File: src/rtl/alu_op_server.sv
// alu_op_server: sequential responder for ALU operation requests.
//
// Accepts one {op, X, Y} request over a valid/ready handshake, computes it
// (shifts run one bit per cycle), then returns {Z, equal, overflow, zero}
// over a second valid/ready handshake. Only one request is in flight at a time.
//
// Ports:
//   clk        rising-edge clock
//   rstb       synchronous active-low reset
//   req_valid  request present
//   req_ready  block can accept a request (IDLE)
//   req_op     op code (ALU_OP_*)
//   req_x      operand X (signed)
//   req_y      operand Y (signed); Y[SHAMT_W-1:0] is the shift amount
//   rsp_valid  response present (RESP)
//   rsp_ready  consumer takes the response
//   rsp_z      result Z
//   rsp_equal  X == Y
//   rsp_ovf    signed overflow (ADD/SUB only)
//   rsp_zero   Z == 0
module alu_op_server #(
    parameter int unsigned WIDTH   = 32,
    parameter int unsigned SHAMT_W = 5
) (
    input  logic             clk,
    input  logic             rstb,
    input  logic             req_valid,
    output logic             req_ready,
    input  logic [3:0]       req_op,
    input  logic [WIDTH-1:0] req_x,
    input  logic [WIDTH-1:0] req_y,
    output logic             rsp_valid,
    input  logic             rsp_ready,
    output logic [WIDTH-1:0] rsp_z,
    output logic             rsp_equal,
    output logic             rsp_ovf,
    output logic             rsp_zero
);

    // ALU op encodings
    localparam logic [3:0] ALU_OP_AND = 4'd0;
    localparam logic [3:0] ALU_OP_OR  = 4'd1;
    localparam logic [3:0] ALU_OP_XOR = 4'd2;
    localparam logic [3:0] ALU_OP_NOR = 4'd3;
    localparam logic [3:0] ALU_OP_ADD = 4'd4;
    localparam logic [3:0] ALU_OP_SUB = 4'd5;
    localparam logic [3:0] ALU_OP_SLT = 4'd6;
    localparam logic [3:0] ALU_OP_SRL = 4'd7;
    localparam logic [3:0] ALU_OP_SLL = 4'd8;
    localparam logic [3:0] ALU_OP_SRA = 4'd9;

    typedef enum logic [1:0] {StIdle, StExec, StResp} state_t;

    state_t             state_q, state_d;
    logic [3:0]         op_q, op_d;
    logic [WIDTH-1:0]   x_q, x_d;
    logic [WIDTH-1:0]   y_q, y_d;
    logic [WIDTH-1:0]   work_q, work_d;
    logic [SHAMT_W-1:0] cnt_q, cnt_d;
    logic [WIDTH-1:0]   z_q, z_d;
    logic               equal_q, equal_d;
    logic               ovf_q, ovf_d;
    logic               zero_q, zero_d;

    logic               is_shift;
    logic [WIDTH-1:0]   sum;
    logic [WIDTH-1:0]   diff;
    logic [WIDTH-1:0]   res;
    logic               res_ovf;
    logic               res_valid_op;

    assign is_shift = (op_q == ALU_OP_SRL) || (op_q == ALU_OP_SLL) || (op_q == ALU_OP_SRA);
    assign sum      = x_q + y_q;
    assign diff     = x_q - y_q;

    // Final result for the captured op; shifts read the finished working reg.
    always_comb begin
        res          = '0;
        res_ovf      = 1'b0;
        res_valid_op = 1'b1;
        case (op_q)
            ALU_OP_AND: res = x_q & y_q;
            ALU_OP_OR:  res = x_q | y_q;
            ALU_OP_XOR: res = x_q ^ y_q;
            ALU_OP_NOR: res = ~(x_q | y_q);
            ALU_OP_ADD: begin
                res     = sum;
                res_ovf = (x_q[WIDTH-1] == y_q[WIDTH-1]) && (sum[WIDTH-1] != x_q[WIDTH-1]);
            end
            ALU_OP_SUB: begin
                res     = diff;
                res_ovf = (x_q[WIDTH-1] != y_q[WIDTH-1]) && (diff[WIDTH-1] != x_q[WIDTH-1]);
            end
            ALU_OP_SLT: res = {{(WIDTH-1){1'b0}}, ($signed(x_q) < $signed(y_q))};
            ALU_OP_SRL, ALU_OP_SLL, ALU_OP_SRA: res = work_q;
            default:    res_valid_op = 1'b0;
        endcase
    end

    always_comb begin
        state_d   = state_q;
        op_d      = op_q;
        x_d       = x_q;
        y_d       = y_q;
        work_d    = work_q;
        cnt_d     = cnt_q;
        z_d       = z_q;
        equal_d   = equal_q;
        ovf_d     = ovf_q;
        zero_d    = zero_q;
        req_ready = (state_q == StIdle);
        rsp_valid = (state_q == StResp);

        case (state_q)
            StIdle: begin
                if (req_valid) begin
                    op_d    = req_op;
                    x_d     = req_x;
                    y_d     = req_y;
                    work_d  = req_x;
                    cnt_d   = req_y[SHAMT_W-1:0];
                    state_d = StExec;
                end
            end
            StExec: begin
                if (is_shift && (cnt_q != '0)) begin
                    case (op_q)
                        ALU_OP_SLL: work_d = {work_q[WIDTH-2:0], 1'b0};
                        ALU_OP_SRA: work_d = {work_q[WIDTH-1], work_q[WIDTH-1:1]};
                        default:    work_d = {1'b0, work_q[WIDTH-1:1]};
                    endcase
                    cnt_d = cnt_q - SHAMT_W'(1);
                end else begin
                    // Undefined ops report all-zero result and flags.
                    z_d     = res;
                    equal_d = res_valid_op && (x_q == y_q);
                    ovf_d   = res_valid_op && res_ovf;
                    zero_d  = res_valid_op && (res == '0);
                    state_d = StResp;
                end
            end
            StResp: begin
                if (rsp_ready) begin
                    state_d = StIdle;
                end
            end
            default: state_d = StIdle;
        endcase
    end

    always_ff @(posedge clk) begin
        if (!rstb) begin
            state_q <= StIdle;
            op_q    <= '0;
            x_q     <= '0;
            y_q     <= '0;
            work_q  <= '0;
            cnt_q   <= '0;
            z_q     <= '0;
            equal_q <= 1'b0;
            ovf_q   <= 1'b0;
            zero_q  <= 1'b0;
        end else begin
            state_q <= state_d;
            op_q    <= op_d;
            x_q     <= x_d;
            y_q     <= y_d;
            work_q  <= work_d;
            cnt_q   <= cnt_d;
            z_q     <= z_d;
            equal_q <= equal_d;
            ovf_q   <= ovf_d;
            zero_q  <= zero_d;
        end
    end

    assign rsp_z     = z_q;
    assign rsp_equal = equal_q;
    assign rsp_ovf   = ovf_q;
    assign rsp_zero  = zero_q;

endmodule
File: config.mk
export PLATFORM = sky130hd
export DESIGN_NAME = alu_op_server
export DESIGN_NICKNAME = d
export VERILOG_FILES = /design/src/rtl/alu_op_server.sv
export SDC_FILE = /design/constraint.sdc
export NUM_CORES = 1
export LEC_CHECK = 0
export BUFFER_PORTS_ARGS = -buffer_cell sky130_fd_sc_hd__buf_4
export CAP_MARGIN = 20
export CORE_MARGIN = 2
export CORE_UTILIZATION = 30
export DETAILED_ROUTE_END_ITERATION = 7
export PLACE_DENSITY = 0.52
export RECOVER_POWER = 50
export SLEW_MARGIN = 5
export SYNTH_ARGS = -nofsm -noshare
export SYNTH_HDL_FRONTEND = slang
export SYNTH_SLANG_ARGS = --single-unit
export TNS_END_PERCENT = 30
File: constraint.sdc
create_clock -name clk -period 5.5 [get_ports clk]
set_input_delay 0.275 -clock clk [delete_from_list [all_inputs] [get_ports clk]]
set_output_delay 0.275 -clock clk [all_outputs]
set_load 0.01 [all_outputs]
==> results.txt <==
CP Launch Point: op_q[3]
Critical Path End Type: flop
global placement routability congestion: 0.9252
area added between synthesis and finish: 14.39%
depth of the critical timing path with buffers and inverters included: 11
Clock Latency Late Sink: 450 ps
drt pass-1 iters: 7
post-place instance area: 13060 µm²
antenna diode instance count: 0
Static Leak: 5.159 nW
Die X: 202.2 µm
remaining max-slew budget at the tightest pin: -145.6%
Iteration-0 DRC Markers: 1201
total global-route track usage: 22.09%
global-route wire length before repair: 70.32 mm
sequential group share of total power: 33.2%
total vias in the final route: 12190
setup repair after global routing missed its margin: false
Slowest cell on crit path: dfxtp_1
Power Dens Cells: 267.6 nW/µm²
Hold/Removal Path Class: primary input to flop
clk_skew: 20.33 ps
final setup TNS: 0 ps
portion of total power attributed to combinational logic: 35.2%
final critical path time including I/O delays and setup: 4434 ps
post-cts sizing count: 0
Final HPWL DP: 33.64 mm
die boundary height: 202.2 µm
proportion of synthesized chip area in sequential cells: 24.12%
layout cells sized above 1: 9.935%
via count normalized by instance count: 5.518
result of the run: finished with violations
critical path cell sequence: and4b_1 -> or2_1 -> buf_4 -> a222oi_1 -> and3_1 -> o21ai_1 -> nor4_1 -> nand4_1 -> nor4b_1 -> nand4_1 -> o31ai_2
most repeated library cell on the critical path: nand4_1
Worst Path Arrival: 4800 ps
total setup violations reported at the end of the flow: 0
clock root cell: clkbuf_16
FMAX: 225.5 MHz
Post-Syn Instances: 1644
start-to-end type of the worst setup path: flop to flop
post-layout worst setup margin: 1066 ps
Pins Over Slew Limit: 72
dominant register cell in the synthesized netlist: dfxtp_1
reported net switching power: 1.416 mW
Power Internal: 2.191 mW
switching share of power: 39.26%
launching point of the worst reg2reg path: op_q[3]
kind of launch point of the worst setup path: flop
Num CTS Buffers: 17
Mapped Area: 11790 µm²
final std cell area, no fill: 13480 µm²
worst stage delay on the critical path: 790 ps
kind of cell adding the most delay to the critical path: simple AND/OR/NAND/NOR gates
number of cell instances on the worst register-to-register path: 11
transition at the pin with the smallest max-transition slack: 3684 ps
Fill cells: 4279
Setup Buffers After CTS: 0
Synth cell types: 81
count of H-tree levels built during CTS: 4
die area: 40890 µm²
number of flip-flops and latches in the synthesized netlist: 142
peak fanout along the critical path: 20
clock tree from TritonCTS: done
CTS Buffer Depth: 2
Remaining DRCs: 0
number of buffers inserted by hold repair at cts: 0
highest-count cells in the layout ignoring fill and taps: 218 x nand2_1, 190 x nor2_1, 184 x a21oi_1, 141 x dfxtp_1, 104 x ha_1
number of clock sinks: 142
total grt overflow: 0
Port-buffer cells: 108
violations in the final reports: max-capacitance violations, max-slew violations
io pins: 109
nets@finish: 1856
number of cells on the worst hold path: 3
maximum number of pins on one net before global-route repair: 78
clock share of power: 31.6%
antenna-violating nets left: 0
peak supply drop: 0.1891 mV
worst slack at placement: 1183 ps
starting density of the core: 30.43%
Worst Path Required: 5870 ps
number of enable-type register cells in the synthesized netlist: 0
clock transition at the registers of the reported paths: 70 ps
number of placement rows: 72
Avg WL per Cell: 20.60 µm
share of async-settable or async-resettable flops after synthesis: 0%
Hold Fails Final Rpt: 0
wirelength, routed: 45.50 mm
initial antenna violation count: 0
period utilization: 80.62%
number of buffer and inverter instances along the worst setup path: 1
HP Start: req_y[20]
leading cell type in the layout, fill and taps excluded: nand2_1
count of maximum capacitance violations: 1
Synth Net Count: 1822
via count of the first global-routing pass: 11820
average instance area after synthesis: 7.169 µm²
Placeable Area: 38740 µm²
yosys warns: 0
worst register-to-register path, delay by kind of cell (launching register included):
| kind | cells | cell delay (ps) |
|---|---|---|
| buffers and inverters | 1 | 380 |
| and+or+nand+nor | 7 | 2280 |
| DFF | 1 | 790 |
| AOI/OAI and AO/OA | 3 | 910 |
cell type report:
class	instances	area, µm²	area share [%]
Sequential cell	142	2844	21.09
Clock inverter	11	111.4	0.8259
Timing Repair Buffer	136	885.9	6.570
Inverter	98	370.4	2.747
Clock buffer	21	440.4	3.267
Multi-Input combinational cell	1283	8183	60.69
Tap cell	518	648.1	4.807
sequential cells by signal (all words and copies together) (netlist names):
register	count
op_q	4
y_q	32
rsp_equal	1
rsp_z	32
cnt_q	5
state_q	2
work_q	32
rsp_zero	1
x_q	32
rsp_ovf	1
layer usage:
layer	track usage (%)	part of all wire [%]
met5	0	0
met4	5.579	1.7
met3	4.547	6.2
met2	35.08	45
met1	30.48	47
power by group through the flow:
stage | Clock (mW) | Combinational [mW] | Sequential [mW]
global placement | 0 | 1.26 | 1.22
floorplan | 0 | 0.857 | 1.19
CTS | 1.17 | 1.27 | 1.20
global route | 1.21 | 1.40 | 1.21
detailed placement | 0 | 1.26 | 1.22
finish | 1.14 | 1.27 | 1.20
synthesized netlist by cell type (7+ instances only):
library cell,instances,area [µm²]
nand3_1,31,155.2
xnor2_1,12,105.1
or3_1,10,62.56
nand2_1,219,822.0
mux2i_1,46,460.4
o22ai_1,10,62.56
nand4_1,16,100.1
inv_1,97,364.1
a31oi_1,17,106.4
nand2b_1,14,87.58
clkbuf_1,107,401.6
o21ai_0,47,235.2
o31ai_1,14,105.1
nor2b_1,16,100.1
buf_1,8,30.03
o21bai_1,13,97.59
nor2_1,192,720.7
and3_1,9,56.30
o21a_1,11,82.58
nor3_1,39,195.2
a221o_1,13,130.1
nor4_1,16,100.1
or2_2,9,56.30
a221oi_1,13,113.9
a211oi_1,55,412.9
a22o_1,10,87.58
dfxtp_1,142,2843
a21o_1,16,120.1
o211ai_1,19,142.6
ha_1,104,1301
a211o_1,9,78.83
nor3b_1,7,52.55
o221ai_1,7,61.31
a21oi_1,185,925.9
through the flow:
step | cells | util (%) | hold WS (ps) | power [mW]
after CTS | 2208 | 35.14 | 42.62 | 3.637
after global placement | 2175 | 33.70 | 447.0 | 2.478
after global routing | 2209 | 34.81 | 59.72 | 3.817
final | 2209 | 34.81 | 64.78 | 3.607
after floorplan | 1644 | - | 411.0 | 2.049
after detailed placement | 2176 | 33.71 | 452.2 | 2.487
final timing paths:
path               endpoint  slack, ps
setup / recovery   rsp_zero       1070
hold / removal      y_q[20]         60
setup reg to reg   rsp_zero       1070
hold reg to reg   rsp_z[21]        460
cell families after synthesis:
kind of cell,count (synthesis),share of synthesized area [%]
flip-flops,142,24.12
AO/OA/AOI/OAI,510,29.07
buffers and inverters,219,7.038
AND/OR/NAND/NOR,604,23.16
multiplexers,49,4.193
adder cells (fa/ha/maj),106,11.38
XOR/XNOR,14,1.040
No activity file was read; power rests on OpenSTA's default activity.
